[src/rtl/aes_spi_slave_if.sv]
// Core-side handshake between the SPI front end and the AES core.
interface aes_spi_slave_if #(
  parameter int unsigned K = 128
) ();
  logic [127:0] core_text;
  logic [K-1:0] core_key;
  logic         core_dir;
  logic         core_start;
  logic         core_done;
  logic [127:0] core_result;

  // Front end issues the job and consumes the result.
  modport master (
    output core_text, core_key, core_dir, core_start,
    input  core_done, core_result
  );

  // AES core side.
  modport slave (
    input  core_text, core_key, core_dir, core_start,
    output core_done, core_result
  );
endinterface

[src/rtl/aes_spi_slave.sv]
// SPI front end of the AES accelerator: captures {text, key, dir} from the
// host, starts the core, then serialises the 128-bit result on sdo.
module aes_spi_slave #(
  parameter int unsigned K    = 128,
  parameter int unsigned SYNC = 2
) (
  input  logic            clk,
  input  logic            reset,
  input  logic            sck,
  input  logic            sdi,
  input  logic            load,
  output logic            sdo,
  output logic            done,
  output logic            err,
  aes_spi_slave_if.master core
);

  localparam int unsigned TOTAL = K + 136;
  localparam int unsigned CW    = $clog2(TOTAL + 1);
  localparam int unsigned OW    = 7;

  typedef enum logic [1:0] {IDLE, LOAD, BUSY, SHIFT} state_t;

  state_t            state;
  logic [SYNC-1:0]   sck_sy, sdi_sy, load_sy;
  logic              sck_d, load_d;
  logic [CW-1:0]     cnt;
  logic [TOTAL-1:0]  shreg;
  logic [127:0]      oreg;
  logic [OW-1:0]     ocnt;

  logic              sck_s, sdi_s, load_s;
  logic              sck_rise, sck_fall, load_rise, load_fall;
  logic [CW-1:0]     cnt_nxt;
  logic [TOTAL-1:0]  sh_nxt;

  // Synchronise host pins and keep a delayed copy for edge detection.
  always_ff @(posedge clk or negedge reset) begin
    if (!reset) begin
      sck_sy  <= '0;
      sdi_sy  <= '0;
      load_sy <= '0;
      sck_d   <= 1'b0;
      load_d  <= 1'b0;
    end else begin
      sck_sy  <= {sck_sy[SYNC-2:0], sck};
      sdi_sy  <= {sdi_sy[SYNC-2:0], sdi};
      load_sy <= {load_sy[SYNC-2:0], load};
      sck_d   <= sck_sy[SYNC-1];
      load_d  <= load_sy[SYNC-1];
    end
  end

  assign sck_s     = sck_sy[SYNC-1];
  assign sdi_s     = sdi_sy[SYNC-1];
  assign load_s    = load_sy[SYNC-1];
  assign sck_rise  = sck_s & ~sck_d;
  assign sck_fall  = ~sck_s & sck_d;
  assign load_rise = load_s & ~load_d;
  assign load_fall = ~load_s & load_d;

  // Next shift-register/counter values; a rise coinciding with load fall still counts.
  always_comb begin
    cnt_nxt = cnt;
    sh_nxt  = shreg;
    if (sck_rise) begin
      sh_nxt = (shreg << 1) | TOTAL'(sdi_s);
      if (cnt != CW'(TOTAL + 1)) begin
        cnt_nxt = cnt + CW'(1);
      end
    end
  end

  // Frame capture, core handshake and result shift-out.
  always_ff @(posedge clk or negedge reset) begin
    if (!reset) begin
      state           <= IDLE;
      cnt             <= '0;
      shreg           <= '0;
      oreg            <= '0;
      ocnt            <= '0;
      sdo             <= 1'b0;
      done            <= 1'b0;
      err             <= 1'b0;
      core.core_text  <= '0;
      core.core_key   <= '0;
      core.core_dir   <= 1'b0;
      core.core_start <= 1'b0;
    end else begin
      core.core_start <= 1'b0;
      if (load_rise) begin
        // New frame wins over whatever was in flight.
        state <= LOAD;
        cnt   <= '0;
        err   <= 1'b0;
        done  <= 1'b0;
        sdo   <= 1'b0;
      end else begin
        case (state)
          IDLE: ;
          LOAD: begin
            cnt   <= cnt_nxt;
            shreg <= sh_nxt;
            if (load_fall) begin
              if (cnt_nxt == CW'(TOTAL)) begin
                core.core_text  <= sh_nxt[TOTAL-1 -: 128];
                core.core_key   <= sh_nxt[K+7:8];
                core.core_dir   <= sh_nxt[0];
                core.core_start <= 1'b1;
                state           <= BUSY;
              end else begin
                err   <= 1'b1;
                state <= IDLE;
              end
            end
          end
          BUSY: begin
            if (core.core_done) begin
              oreg  <= core.core_result;
              sdo   <= core.core_result[127];
              done  <= 1'b1;
              ocnt  <= '0;
              state <= SHIFT;
            end
          end
          SHIFT: begin
            if (sck_fall) begin
              oreg <= oreg << 1;
              ocnt <= ocnt + OW'(1);
              if (ocnt == OW'(127)) begin
                done  <= 1'b0;
                sdo   <= 1'b0;
                state <= IDLE;
              end else begin
                sdo <= oreg[126];
              end
            end
          end
          default: state <= IDLE;
        endcase
      end
    end
  end

endmodule

[src/flat_wrapper.sv]
// flat-port wrapper written by rule: the top's interface ports become plain ports
module aes_spi_slave_flat 
#(
  parameter int unsigned K    = 128,
  parameter int unsigned SYNC = 2
)
  (clk, reset, sck, sdi, load, sdo, done, err, core_core_text, core_core_key, core_core_dir, core_core_start, core_core_done, core_core_result);
  aes_spi_slave_if #(.K(K)) core_i ();
  input  logic clk;
  input  logic reset;
  input  logic sck;
  input  logic sdi;
  input  logic load;
  output logic sdo;
  output logic done;
  output logic err;
  output wire logic [$bits(core_i.core_text)-1:0] core_core_text;
  output wire logic [$bits(core_i.core_key)-1:0] core_core_key;
  output wire logic [$bits(core_i.core_dir)-1:0] core_core_dir;
  output wire logic [$bits(core_i.core_start)-1:0] core_core_start;
  input wire logic [$bits(core_i.core_done)-1:0] core_core_done;
  input wire logic [$bits(core_i.core_result)-1:0] core_core_result;
  assign core_core_text = core_i.core_text;
  assign core_core_key = core_i.core_key;
  assign core_core_dir = core_i.core_dir;
  assign core_core_start = core_i.core_start;
  assign core_i.core_done = core_core_done;
  assign core_i.core_result = core_core_result;
  aes_spi_slave #(.K(K), .SYNC(SYNC)) u_core (.clk(clk), .reset(reset), .sck(sck), .sdi(sdi), .load(load), .sdo(sdo), .done(done), .err(err), .core(core_i));
endmodule
[config.mk]
export PLATFORM = sky130hd
export DESIGN_NAME = aes_spi_slave_flat
export DESIGN_NICKNAME = d
export VERILOG_FILES = /design/src/rtl/aes_spi_slave_if.sv /design/src/rtl/aes_spi_slave.sv /design/src/flat_wrapper.sv
export SDC_FILE = /design/constraint.sdc
export NUM_CORES = 1
export LEC_CHECK = 0
export BUFFER_PORTS_ARGS = -buffer_cell sky130_fd_sc_hd__buf_2
export CAP_MARGIN = 30
export CORE_UTILIZATION = 58
export DETAILED_ROUTE_END_ITERATION = 8
export PLACE_DENSITY_LB_ADDON = 0.12
export SYNTH_ARGS = -nofsm -noshare
export SYNTH_HDL_FRONTEND = slang
export SYNTH_SLANG_ARGS = --single-unit
[constraint.sdc]
create_clock -name clk -period 2.65 [get_ports clk]
set_input_delay 0 -clock clk [delete_from_list [all_inputs] [get_ports clk]]
set_output_delay 0 -clock clk [all_outputs]
set_load 0.02 [all_outputs]
# ---- After elaboration in Yosys (flattened, before gate mapping)
# Index checks and enable logic that the tools add are counted.
# Widths: inputs -> output; s select.
dict set report classes {
  add_sub_neg 2
  reduce_logical 13
  n_mul 0
  shift 0
  n_mux 36
  eq_ne 13
  bitwise_logic 10
  n_div 0
  order_cmp 0
}
# operator n
set ops {}
lappend ops {{$mux 264} 1}
lappend ops {{$or 264x1->264} 1}
lappend ops {{$mux 127} 2}
lappend ops {{$pmux 127 s2} 1}
lappend ops {{$mux 9} 4}
lappend ops {{$mux 1} 16}
lappend ops {{$mux 7} 2}
lappend ops {{$pmux 7 s2} 1}
lappend ops {{$mux 2} 6}
lappend ops {{$reduce_and 4->1} 3}
lappend ops {{$add 9x1->9 const B} 1}
lappend ops {{$eq 9x9->1 const B} 1}
lappend ops {{$ne 3x1->1 const B} 3}
lappend ops {{$ne 9x9->1 const B} 1}
lappend ops {{$reduce_and 3->1} 3}
lappend ops {{$add 7x1->7 const B} 1}
lappend ops {{$eq 7x7->1 const B} 1}
lappend ops {{$pmux 2 s3} 1}
lappend ops {{$reduce_bool 2->1} 3}
lappend ops {{$not 1->1} 5}
lappend ops {{$reduce_and 5->1} 1}
lappend ops {{$and 1x1->1} 4}
lappend ops {{$eq 2x2->1 const B} 2}
lappend ops {{$ne 2x1->1 const B} 2}
lappend ops {{7 further kinds} 8}
dict set report word_totals {
  latchBits 0
  output_inout_bits 261
  mem_count 0
  regBits 678
  input_bits 134
  ramBits 0
  mem_bits_ro 0
}

# ---- Longest topological paths before layout
dict set report depth {
  word_depth 8
  mapped_depth 11
  ltp_nobuf 8
}

# ---- Worst setup path before layout
# No wires, ideal clock.
dict set report synth_timing {
  path_kind {flip-flop to flip-flop}
  start {register u_core.cnt[0]}
  end {register u_core.core.core_key[100]}
  setup_slack_ns 0.244
  arrival_ns 2.332
  path_buffers 4
  stages_incl_launch_ff 12
  period_less_slack_ns 2.406
  required_ns 2.576
  path_cell_list {dfrtp_1 > ha_1 > and4b_1 > buf_2 > nor4bb_1 > mux2_2 > nor2_1 > or3_1 > buf_4 > buf_8 > buf_6 > o21ai_2}
}
dict set report synth_via {
  elab_chain_len 5
  word_cells_on_any_way 6
}
# element line
set synth_rtl {}
lappend synth_rtl {{start, declared} aes_spi_slave.sv:27} ;# logic [CW-1:0] cnt;
lappend synth_rtl {{start signal, assigned} aes_spi_slave.sv:102} ;# cnt <= cnt_nxt;
lappend synth_rtl {{$add 9x1->9 / $ne 9x9->1 (equally long branches)} {aes_spi_slave.sv:69, aes_spi_slave.sv:68}}
lappend synth_rtl {{$mux 9} aes_spi_slave.sv:68} ;# if (cnt != CW'(TOTAL + 1)) begin
lappend synth_rtl {{$mux 9 *} aes_spi_slave.sv:66} ;# if (sck_rise) begin
lappend synth_rtl {{$eq 9x9->1 *} aes_spi_slave.sv:105} ;# if (cnt_nxt == CW'(TOTAL)) begin
lappend synth_rtl {{$reduce_and 4->1 (no source line) *} n/a}
lappend synth_rtl {{end signal, assigned} aes_spi_slave.sv:107} ;# core.core_key <= sh_nxt[K+7:8];
lappend synth_rtl {{end, declared} aes_spi_slave_if.sv:14} ;# output core_text, core_key, core_dir, core_start,
# Every way passes the cells marked *; elsewhere a longest branch is shown, timed or not.
# A chain may end at the register's enable or synchronous reset.

# ---- Worst setup path in the final report
dict set report layout_timing {
  start {register u_core.cnt[0]}
  end {register u_core.core.core_text[51]}
}
dict set report layout_via {
  elab_chain_len 5
  word_cells_on_any_way 6
}
# element line
set layout_rtl {}
lappend layout_rtl {{$add 9x1->9 / $ne 9x9->1 (equally long branches)} {aes_spi_slave.sv:69, aes_spi_slave.sv:68}}
lappend layout_rtl {{$mux 9} aes_spi_slave.sv:68}
lappend layout_rtl {{$mux 9 *} aes_spi_slave.sv:66}
lappend layout_rtl {{$eq 9x9->1 *} aes_spi_slave.sv:105}
lappend layout_rtl {{$reduce_and 4->1 (no source line) *} n/a}
lappend layout_rtl {{end signal, assigned} aes_spi_slave.sv:106} ;# core.core_text <= sh_nxt[TOTAL-1 -: 128];
lappend layout_rtl {{end, declared} aes_spi_slave_if.sv:14}
# Marked as above.

==> out/qor.yml <==
area_growth_pct: 23.5
fin_crit_sh: 0.976
gr-usage-all-layers: 0.267
cts_max_path_buffers: 3
synth.top_cell.area_share: 0.573
ys_seq_area_frac: 0.573
syn_area_um2: 29600
slew_headroom: 0.319
synth_nets: 2540
status: "complete, no violations"
nets: 3049
dpl.hpwl_um: 41200
synthTopCellsByArea: "dfrtp_1 (57%), mux2i_1 (13%), mux2_2 (10%)"
startpoint_type: "register"
gp_congestion: 0.829
fin_tns_setup_ns: 0
grt_remaining_overflow: 0
yosys.area.top_type: "dfrtp_1"
holdWs_ns: 0.0109
fmax_ghz: 0.387
wl_per_cell_um: 19.2
total_power_mw: 24.0
final_util: 0.727
dr.pass1.iters: 5
yosys_warnings: 0
io_pins: 395
clk_pin_slew_ns: 0.06
finalSetupViolations: 0
ys_seq_elements: 678
syn_inst: 2398
drtIter0Drc: 1312
synth_ff_type: "dfrtp_1"
h-tree-depth: 3
die_area_um2: 51900
layout_min_cycle_time_ns: 2.59
dieWidth_um: 228
nFillCells: 3382
max-vdd-ir-drop_v: 0.000444
final_area_um2: 36500
finalWirelength_um: 69800
timing.final.max_slew_violations: 0
rows: 82
maxCapViolations: 0
hold_class: "in -> async"
ys_types: 46
antenna_found_initial: 5
regArea_um2: 17000
p_leak_nw: 17.6
cts_buffers: 72
multi_input_area_um2: 11800
grt_pass1_vias: 20900
cp_max_fo: 40
grt_max_degree: 137
fin_worst_skew_ns: 0.0256
cts_tree: "built"
crit_required_ns: 3.17
vias: 20200
avgViaCountPerCell: 5.57
start_util: 0.589
clk_latency_ns: 0.61
ant_nets: 0
port_buffers: 394
async_flop_share: 1.00
power_density_nw_per_um2: 656
path_class: "reg -> reg"
post-route-drc-count: 0
postSynthAreaPerCell_um2: 12.3
die_height_um: 228
dpl_cell_area_um2: 32400
endpoint_kind: "register"
core_um2: 50300
drive_gt1_frac: 0.360
clock-root-buffer: "clkbuf_16"
tightest_slew_ns: 1.02
grt_first_pass_wirelength_um: 111000
hold_viol: 0
cts_num_sinks: 678
synth_edf_count: 0
worst-endpoint-arrival_ns: 3.10
[kinds of logic after synthesis]
kind of cell / after synthesis / share of synthesized area
muxes: 650 / 0.231
adders and majority gates: 8 / 0.00338
buffers and inverters: 177 / 0.0298
AOI/OAI and AO/OA: 413 / 0.0972
DFF: 678 / 0.573
and+or+nand+nor: 465 / 0.0630
xor gates and xnor gates: 7 / 0.00207
[routing by layer]
layer / vias to the layer above / routed length, µm / part of all wire / GRT usage
met4: 2 / 2310 / 0.033 / 0.110
li1: 9401 / - / - / -
met3: 158 / 3480 / 0.050 / 0.0523
met1: 10200 / 30000 / 0.43 / 0.354
met5: - / 10 / 0.00014 / 0
met2: 484 / 34000 / 0.49 / 0.431
[worst paths after layout]
path	start	to	slack (ns)	cells after the start
min in group clk	load	u_core.load_sy[0]	0.05	2
min	reset	u_core.oreg[62]	0.01	2
max	u_core.cnt[0]	u_core.core.core_text[51]	0.06	9
max reg2reg	u_core.cnt[0]	u_core.core.core_text[51]	0.06	9
min reg2reg	u_core.sck_sy[0]	u_core.sck_sy[1]	0.35	0
max in group asynchronous	reset	u_core.oreg[56]	1.67	3
[cell type report]
cell class	instances	share of cell area
Timing Repair Buffer	600	0.122
Clock buffer	106	0.0600
Sequential cell	678	0.464
Inverter	12	0.00123
Antenna cell	4	0.000274
Tap cell	672	0.0230
Multi-Input combinational cell	1543	0.324
Clock inverter	19	0.00582
[what timing repair did]
action | in CTS | in global routing
endpoints found under the setup margin | 95 | 257
hold endpoints to repair | 706 | 0
hold buffers | 135 | 0
gates cloned | 2 | 6
buffers inserted | 0 | 8
pin swaps | 1 | 3
resized for setup | 5 | 37
[stage by stage]
| step | std cells | worst slack [ns] |
|---|---|---|
| detailed placement | 3354 | -0.0278 |
| floorplan | 2398 | 0.244 |
| global placement | 3354 | 0.0535 |
| CTS | 3616 | -0.0478 |
| global route | 3634 | -0.0371 |
| finish | 3634 | 0.0647 |
[worst max-delay path, cell delays in order, from the launching register on]
cell and delay (ns):
dfrtp_2 0.44, ha_2 0.20, and4b_2 0.26, nor4bb_2 0.31
mux2_4 0.22, nor2_1 0.06, or3_4 0.40, buf_12 0.17
buf_12 0.17, o21ai_2 0.20
[sequential cells by signal, summed over array words and instances (netlist names), 2 cells and up]
name and flops:
u_core.core.core_key 128, u_core.oreg 127, u_core.sck_sy 2, u_core.load_sy 2
u_core.cnt 9, u_core.shreg 264, u_core.sdi_sy 2, u_core.state 2
u_core.core.core_text 128, u_core.ocnt 7
[synth_stat cells, types with 2 or more instances]
library cell  number
nand2b_1           2
clkbuf_1         124
o31ai_1            3
a311oi_1           2
o21ai_2          200
or2_2              2
mux2_2           266
nor2b_1            2
and2_1             3
buf_8              2
nand2_1          410
nand3_1           15
ha_1               8
a21oi_1            7
mux2i_1          384
o21ai_1           19
and3_1             2
nand4_1            2
inv_1             12
buf_4              3
nor2_1            15
o21ai_0          170
o2111ai_1          2
xnor2_1            3
a211o_1            2
buf_6             23
buf_1              5
or3_1              3
buf_2              8
a211oi_1           2
dfrtp_1          678
nor3b_1            2
xor2_1             4
[cells in the final DEF, fill, tap and decap left out, drive strengths merged, types with 3 or more instances in the layout]
master,synthesis,layout
a21oi,7,7
and2,3,3
buf,41,460
bufinv,0,4
clkbuf,124,111
clkinv,0,11
dfrtp,678,678
diode,0,4
dlygate4sd3,0,135
ha,8,8
inv,12,16
mux2,266,266
mux2i,384,384
nand2,410,410
nand3,15,15
nor2,15,15
o21ai,389,389
o31ai,3,3
or3,3,3
xnor2,3,3
xor2,4,4
[where the power goes]
| part | switching (mW) | total [mW] | internal [mW] | leakage (nW) |
|---|---|---|---|---|
| Combinational | 1.13 | 2.14 | 1.01 | 7.02 |
| Sequential | 0.504 | 11.7 | 11.2 | 9.33 |
| Clock | 4.05 | 10.2 | 6.12 | 1.20 |
| Total | 5.69 | 24.0 | 18.3 | 17.6 |
Power figures use the tool's default switching activity.
